[config.mk]
export PLATFORM = sky130hd
export DESIGN_NAME = vehicle_detect_conditioner
export DESIGN_NICKNAME = d
export VERILOG_FILES = /design/src/rtl/traffic_pkg.sv /design/src/rtl/det_channel.sv /design/src/rtl/vehicle_detect_conditioner.sv
export SDC_FILE = /design/constraint.sdc
export NUM_CORES = 1
export LEC_CHECK = 0
export BUFFER_PORTS_ARGS = -buffer_cell sky130_fd_sc_hd__buf_4
export CAP_MARGIN = 20
export CORE_ASPECT_RATIO = 1.2
export CORE_MARGIN = 4
export CORE_UTILIZATION = 53
export DETAILED_ROUTE_END_ITERATION = 8
export PLACE_DENSITY = 0.77
export SLEW_MARGIN = 20
export SYNTH_ARGS = -nofsm -noshare
export SYNTH_HDL_FRONTEND = slang
export SYNTH_SLANG_ARGS = --single-unit
[constraint.sdc]
create_clock -name clk -period 1.5 [get_ports clk]
set_input_delay 0.075 -clock clk [delete_from_list [all_inputs] [get_ports clk]]
set_output_delay 0.075 -clock clk [all_outputs]
set_load 0.05 [all_outputs]
[src/rtl/traffic_pkg.sv]
// Shared Traffic definitions: parameter defaults, wait saturation value, direction enum
// and the direction-to-green-lamp selector used by the detector channels.
package traffic_pkg;

    localparam int unsigned DEBOUNCE_CYCLES_DEF = 32'd4;
    localparam int unsigned DB_W_DEF            = 32'd3;
    localparam int unsigned WAIT_W_DEF          = 32'd8;
    localparam int unsigned STUCK_CYCLES_DEF    = 32'd256;

    localparam logic [WAIT_W_DEF-1:0] WAIT_MAX = {WAIT_W_DEF{1'b1}};

    typedef enum logic {
        DIR_NS = 1'b0,
        DIR_EW = 1'b1
    } dir_e;

    // An unknown direction reports "served" so its request can never stick high.
    function automatic logic served(input dir_e dir, input logic ns_green, input logic ew_green);
        logic green;
        case (dir)
            DIR_NS:  green = ns_green;
            DIR_EW:  green = ew_green;
            default: green = 1'b1;
        endcase
        return green;
    endfunction

endpackage

[src/rtl/det_channel.sv]
// One loop-sensor channel: 2-flop sync, debounce, served-clears request latch and
// saturating wait counter. Optional stuck-high detection under STUCK_SENSOR_EN.
module det_channel
    import traffic_pkg::*;
#(
    parameter dir_e        DIR             = DIR_NS,
    parameter int unsigned DEBOUNCE_CYCLES = DEBOUNCE_CYCLES_DEF,
    parameter int unsigned DB_W            = DB_W_DEF,
    parameter int unsigned WAIT_W          = WAIT_W_DEF,
    parameter int unsigned STUCK_CYCLES    = STUCK_CYCLES_DEF
) (
    input  logic              clk,
    input  logic              rst_n,
    input  logic              sensor_raw,
    input  logic              ns_green,
    input  logic              ew_green,
    output logic              detect,
    output logic [WAIT_W-1:0] wait_count,
    output logic              stuck
);

    localparam logic [DB_W-1:0]   DB_LAST  = DB_W'(DEBOUNCE_CYCLES - 32'd1);
    localparam logic [WAIT_W-1:0] WAIT_SAT = {WAIT_W{1'b1}};

    if (((32'd1 << DB_W) <= DEBOUNCE_CYCLES) || (DEBOUNCE_CYCLES < 32'd1) || (STUCK_CYCLES < 32'd1)) begin : g_bad_cfg
        $error("det_channel: invalid DEBOUNCE_CYCLES/DB_W/STUCK_CYCLES combination");
    end

    logic [1:0]        sync_r;
    logic              filt_r;
    logic              filt_next_s;
    logic [DB_W-1:0]   db_cnt_r;
    logic [DB_W-1:0]   db_cnt_next_s;
    logic              req_r;
    logic              req_next_s;
    logic [WAIT_W-1:0] wait_r;
    logic [WAIT_W-1:0] wait_next_s;
    logic              green_s;
    logic              stuck_active_s;
    logic              toggle_s;

    assign green_s = served(DIR, ns_green, ew_green);

    // Two-flop synchroniser; sync_r[1] is the only consumer-visible copy of the sensor.
    always_ff @(posedge clk or negedge rst_n) begin
        if (!rst_n) begin
            sync_r <= 2'b00;
        end else begin
            sync_r <= {sync_r[0], sensor_raw};
        end
    end

    // Debounce, request latch and wait counter next-state.
    always_comb begin
        filt_next_s   = filt_r;
        db_cnt_next_s = {DB_W{1'b0}};
        req_next_s    = req_r;
        wait_next_s   = {WAIT_W{1'b0}};

        if (sync_r[1] != filt_r) begin
            if (db_cnt_r == DB_LAST) begin
                filt_next_s   = sync_r[1];
                db_cnt_next_s = {DB_W{1'b0}};
            end else begin
                db_cnt_next_s = db_cnt_r + DB_W'(32'd1);
            end
        end else begin
            db_cnt_next_s = {DB_W{1'b0}};
        end

        // Service always wins over a simultaneous set.
        if (green_s) begin
            req_next_s = 1'b0;
        end else if (stuck_active_s) begin
            req_next_s = toggle_s;
        end else if (filt_r) begin
            req_next_s = 1'b1;
        end else begin
            req_next_s = req_r;
        end

        if (req_r && req_next_s) begin
            if (wait_r == WAIT_SAT) begin
                wait_next_s = WAIT_SAT;
            end else begin
                wait_next_s = wait_r + WAIT_W'(32'd1);
            end
        end else begin
            wait_next_s = {WAIT_W{1'b0}};
        end
    end

    // Channel state registers.
    always_ff @(posedge clk or negedge rst_n) begin
        if (!rst_n) begin
            filt_r   <= 1'b0;
            db_cnt_r <= {DB_W{1'b0}};
            req_r    <= 1'b0;
            wait_r   <= {WAIT_W{1'b0}};
        end else begin
            filt_r   <= filt_next_s;
            db_cnt_r <= db_cnt_next_s;
            req_r    <= req_next_s;
            wait_r   <= wait_next_s;
        end
    end

    assign detect     = req_r;
    assign wait_count = wait_r;

`ifdef STUCK_SENSOR_EN
    localparam int unsigned      SC_W     = $clog2(STUCK_CYCLES + 32'd1);
    localparam logic [SC_W-1:0]  SC_LIMIT = SC_W'(STUCK_CYCLES);

    logic [SC_W-1:0] stuck_cnt_r;
    logic [SC_W-1:0] stuck_cnt_next_s;
    logic            stuck_r;
    logic            stuck_next_s;
    logic            toggle_r;

    // Count filtered-high cycles; the flag is sticky until reset.
    always_comb begin
        stuck_cnt_next_s = {SC_W{1'b0}};
        stuck_next_s     = stuck_r;
        if (!filt_r) begin
            stuck_cnt_next_s = {SC_W{1'b0}};
        end else if (stuck_cnt_r == SC_LIMIT) begin
            stuck_cnt_next_s = stuck_cnt_r;
        end else begin
            stuck_cnt_next_s = stuck_cnt_r + SC_W'(32'd1);
        end
        if (stuck_cnt_r == SC_LIMIT) begin
            stuck_next_s = 1'b1;
        end else begin
            stuck_next_s = stuck_r;
        end
    end

    // Stuck counter, flag and the free-running fail-safe toggle.
    always_ff @(posedge clk or negedge rst_n) begin
        if (!rst_n) begin
            stuck_cnt_r <= {SC_W{1'b0}};
            stuck_r     <= 1'b0;
            toggle_r    <= 1'b0;
        end else begin
            stuck_cnt_r <= stuck_cnt_next_s;
            stuck_r     <= stuck_next_s;
            toggle_r    <= ~toggle_r;
        end
    end

    assign stuck_active_s = stuck_r;
    assign toggle_s       = toggle_r;
    assign stuck          = stuck_r;
`else
    assign stuck_active_s = 1'b0;
    assign toggle_s       = 1'b0;
    assign stuck          = 1'b0;
`endif

endmodule

[src/rtl/vehicle_detect_conditioner.sv]
// Conditions NS/EW loop sensors into latched vehicle-detect requests for Traffic.
// Define STUCK_SENSOR_EN to build the stuck-sensor detection and fail-safe request.
module vehicle_detect_conditioner
    import traffic_pkg::*;
#(
    parameter int unsigned DEBOUNCE_CYCLES = DEBOUNCE_CYCLES_DEF,
    parameter int unsigned DB_W            = DB_W_DEF,
    parameter int unsigned WAIT_W          = WAIT_W_DEF,
    parameter int unsigned STUCK_CYCLES    = STUCK_CYCLES_DEF
) (
    input  logic              clk,
    input  logic              rst_n,
    input  logic              ns_sensor_raw,
    input  logic              ew_sensor_raw,
    input  logic              NS_GREEN,
    input  logic              EW_GREEN,
    output logic              NS_VEHICLE_DETECT,
    output logic              EW_VEHICLE_DETECT,
    output logic [WAIT_W-1:0] ns_wait_count,
    output logic [WAIT_W-1:0] ew_wait_count,
    output logic              ns_stuck,
    output logic              ew_stuck
);

    det_channel #(
        .DIR             (DIR_NS),
        .DEBOUNCE_CYCLES (DEBOUNCE_CYCLES),
        .DB_W            (DB_W),
        .WAIT_W          (WAIT_W),
        .STUCK_CYCLES    (STUCK_CYCLES)
    ) u_ns (
        .clk        (clk),
        .rst_n      (rst_n),
        .sensor_raw (ns_sensor_raw),
        .ns_green   (NS_GREEN),
        .ew_green   (EW_GREEN),
        .detect     (NS_VEHICLE_DETECT),
        .wait_count (ns_wait_count),
        .stuck      (ns_stuck)
    );

    det_channel #(
        .DIR             (DIR_EW),
        .DEBOUNCE_CYCLES (DEBOUNCE_CYCLES),
        .DB_W            (DB_W),
        .WAIT_W          (WAIT_W),
        .STUCK_CYCLES    (STUCK_CYCLES)
    ) u_ew (
        .clk        (clk),
        .rst_n      (rst_n),
        .sensor_raw (ew_sensor_raw),
        .ns_green   (NS_GREEN),
        .ew_green   (EW_GREEN),
        .detect     (EW_VEHICLE_DETECT),
        .wait_count (ew_wait_count),
        .stuck      (ew_stuck)
    );

endmodule

==> run summary <==
The cell leakage power came out at 0.7405 nW. Cell-internal power: 1.304 mW. After synthesis, the largest area contributor takes up 58.03% of total cell area.

Max-cap violations in this run came to 0. In this run the worst hold path is classified as in2async. The first detailed-routing pass took 4 iterations.

The signal arrival time at the worst endpoint is 1620 ps. The number of global-route vias before repair was 952. The signal on the critical path passes through ha_1, and3_2, and4_1, nor3_1. Once layout is complete, the utilization of the core stands at 69.45%. The clock latency on the worst-skew pair is 320 ps, and the worst hold slack is 208.7 ps. The cell count after synthesis came out at 115. The hold violation count in the final report came out at 0. Cell accounting for the most synthesized area: dfrtp_1.

On the worst path, the slowest cell contributes a delay of 440 ps. The fraction of power spent switching nets was 30.88%. Ranked by total cell area, the synthesized netlist is headed by dfrtp_1, ha_1, a21oi_1, nor3_1, a31oi_1.

The fraction of final layout cells with drive strength greater than 1 is 27.03%, and the period utilization is 91.90%. The endpoint of the most critical register-to-register path is u_ns.wait_count[6]$_DFF_PN0_. TritonCTS built the clock tree. Measured along the x axis, the die boundary spans 53.10 um.

For met3 alone, demand over resource in global routing was 7.895%. Dividing total power by cell area gives a power density of 1178 nW/um^2. The count of buffers added on input and output ports is 23. The number of antenna violations at the first check in global routing is 0, and the setup TNS is 0 ps. Sequential elements use 58.03% of the synthesized area. Counting distinct cell types in the post-synthesis netlist gives 27. On the critical path the largest part of the delay comes from simple AND/OR/NAND/NOR gates. The launch point of the worst reg-to-reg path was u_ns.wait_count[0]$_DFF_PN0_.

From synthesis to final layout, the design area changed by 23.79%. The reported net switching power came out at 0.5824 mW. Derived from the worst setup path, the maximum achievable clock frequency is 0.7254 GHz.

The longest clock path from root to sink contains 2 buffers. The worst setup path is captured at a flop. For the CTS buffer count, the log shows 5.

The floorplan step set the die height to 62.12 um. The worst register-to-register path has a setup slack of 120 ps. The met2 capacity usage during global routing was 25.31%.

After clock tree synthesis, the clock-pin slew on the worst setup and hold paths is 90 ps. Data on the critical path is required at its endpoint by 1740 ps. The tools report the register share of total power as 52.5%.

The worst setup path is launched from a flop. After global routing the overflow that remains totals 0. The number of clock sinks seen by CTS was 30. Across the routed clock network, the largest skew measured is 8.768 ps. The relative contribution of the clock network to total power is 25.7%, and the highest fanout seen on the critical path is 5.

The number of buffers and inverters on the critical path is 0. In the global route stage, met1 resource usage came out at 21.85%. Setup violations remaining at the end of the flow were counted as 0.

The count of final max-slew check failures is 0, and the die area is 3299 um^2. The worst-case IR drop observed on VDD is 0.0008354 V. Once the floorplan was initialized, standard cells occupied 56.10% of the core. Setup repair after global routing left no endpoint under its margin. The worst setup path is of the reg2reg kind.

Across every metal layer, demand over resource in global routing totals 17.61%. The synthesized netlist occupies a cell area of 1294 um^2. The most utilized layer in the global route result was met2.

Detailed placement finished with a half-perimeter wire length of 1737 um. The wire length of the first global-routing pass was 4209 um. The buffer count from post-CTS setup fixing was 0. The count of filler cells inserted in the layout came out at 192.

The number of antenna diodes in the final layout is 0. For the floorplan row count, the log shows 19. The DRC violation total after the first TritonRoute iteration was 9. The congestion estimate from routability-driven global placement came to 0.8016. In the final design database the tool counted 157 nets. The run gives 21.9% as the combinational cell fraction of total power.

The post-layout minimum cycle time works out to 1379 ps. The average size of a mapped cell is 11.25 um^2, and the DRC violation count after routing is 0. Counting flops and latches in the post-synthesis netlist gives 30. The core region is 2306 um^2. 26 I/O pins were placed. After detailed routing, the average wire length per cell comes to 13.32 um. The via-per-instance ratio is 5.313, and the final antenna-violating net count is 0.

The pin count of the biggest net entering global routing was 31. The library cell contributing the largest single delay on the critical path is dfrtp_2. The number of vias after detailed routing was 951; the logic depth of the worst register-to-register path was 4. The H-tree was split into 2 levels. During synthesis, Yosys emitted a total of 0 warnings. The run finished with clean final reports. Wires add up to 2384 um. Clock tree synthesis selected as its root buffer the cell clkbuf_4.
[worst max path at each step]
stage | from | endpoint | slack [ps] | depth (start not counted)
5_1_grt | u_ns.wait_count[0]$_DFF_PN0_ | u_ns.wait_count[6]$_DFF_PN0_ | 30 | 4
3_5_place_dp | u_ns.wait_count[0]$_DFF_PN0_ | u_ns.wait_count[6]$_DFF_PN0_ | 110 | 4
4_1_cts | u_ns.wait_count[0]$_DFF_PN0_ | u_ns.wait_count[6]$_DFF_PN0_ | 120 | 4
3_3_place_gp | u_ew.wait_count[0]$_DFF_PN0_ | u_ew.wait_count[6]$_DFF_PN0_ | 180 | 4
6_report | u_ns.wait_count[0]$_DFF_PN0_ | u_ns.wait_count[6]$_DFF_PN0_ | 120 | 4
2_1_floorplan | u_ew.wait_count[0]$_DFF_PN0_ | u_ew.wait_count[6]$_DFF_PN0_ | 50 | 4
[flip-flops by register name, summed over array words and instances (netlist names)]
register,flops
u_ew.db_cnt_r,3
u_ew.detect,1
u_ew.filt_r,1
u_ew.sync_r,2
u_ew.wait_count,8
u_ns.db_cnt_r,3
u_ns.detect,1
u_ns.filt_r,1
u_ns.sync_r,2
u_ns.wait_count,8
[per-layer routing]
layer	wire [um]	part of all wire [%]
met5	0	0
met3	149	6.3
met1	1038	44
met2	1131	47
met4	63	2.6
[worst reg2reg max path, stage by stage (launching register included)]
cell     delay [ps]
dfrtp_2         440
ha_1            260
and3_2          260
and4_1          190
nor3_1          160
[synth_stat cells (all sizes together)]
master,count
nor3,8
or2,2
and4,4
ha,4
nor3b,3
nand3,2
inv,4
xnor2,4
a31oi,6
and2,2
nand2,2
nand2b,2
nor4b,2
mux2,2
clkbuf,2
a21oi,8
conb,1
or3,2
dfrtp,30
nor2,10
and3,2
nand4,4
nor2b,3
o21ai,2
a211oi,2
buf,2
[power by group through the flow]
stage | Combinational (mW) | Sequential, mW | Clock [mW]
2_1_floorplan | 0.201 | 1.09 | 0
3_3_place_gp | 0.389 | 1.00 | 0
3_5_place_dp | 0.400 | 1.01 | 0
4_1_cts | 0.420 | 0.990 | 0.508
5_1_grt | 0.447 | 1.01 | 0.566
6_report | 0.412 | 0.989 | 0.484
[cells by family after synthesis]
kind of cell	count (synthesis)	share of synthesized area, %
buf+inv	8	2.901
xor+xnor	4	2.708
mux	2	1.741
fa+ha+maj	4	3.869
other cells	1	0.2899
compound gates	18	7.930
flops	30	58.03
simple gates	48	22.53
[timing repair]
action	CTS	global route
hold buffers	5	0
gates resized for setup	0	0
endpoints found under the hold margin	34	0
[per-stage QoR]
step	worst slack [ps]	instances	area, um^2	power (mW)
2_1_floorplan	53.09	116	1303	1.290
3_3_place_gp	175.8	166	1491	1.388
3_5_place_dp	106.6	166	1491	1.407
4_1_cts	122.2	179	1602	1.918
5_1_grt	33.29	179	1602	2.018
6_report	121.4	179	1602	1.886
[cell type report]
cell class | instances | area, um^2 | area share (%)
Clock buffer | 7 | 55.05 | 3.437
Clock inverter | 1 | 5.005 | 0.3125
Inverter | 4 | 15.01 | 0.9375
Multi-Input combinational cell | 78 | 509.2 | 31.80
Sequential cell | 30 | 755.7 | 47.19
Tap cell | 31 | 38.79 | 2.422
Timing Repair Buffer | 28 | 222.7 | 13.91
[cell usage in the layout, fill, tap and decap left out, drive strengths merged, types with 3 or more instances in the layout]
master	count
nor2b	3
inv	4
nor3	8
nand4	4
and4	4
a31oi	6
xnor2	4
clkbuf	7
buf	23
dlygate4sd3	5
dfrtp	30
a21oi	8
ha	4
nor2	10
nor3b	3
Note: power is estimated with default switching activity, not from simulation.
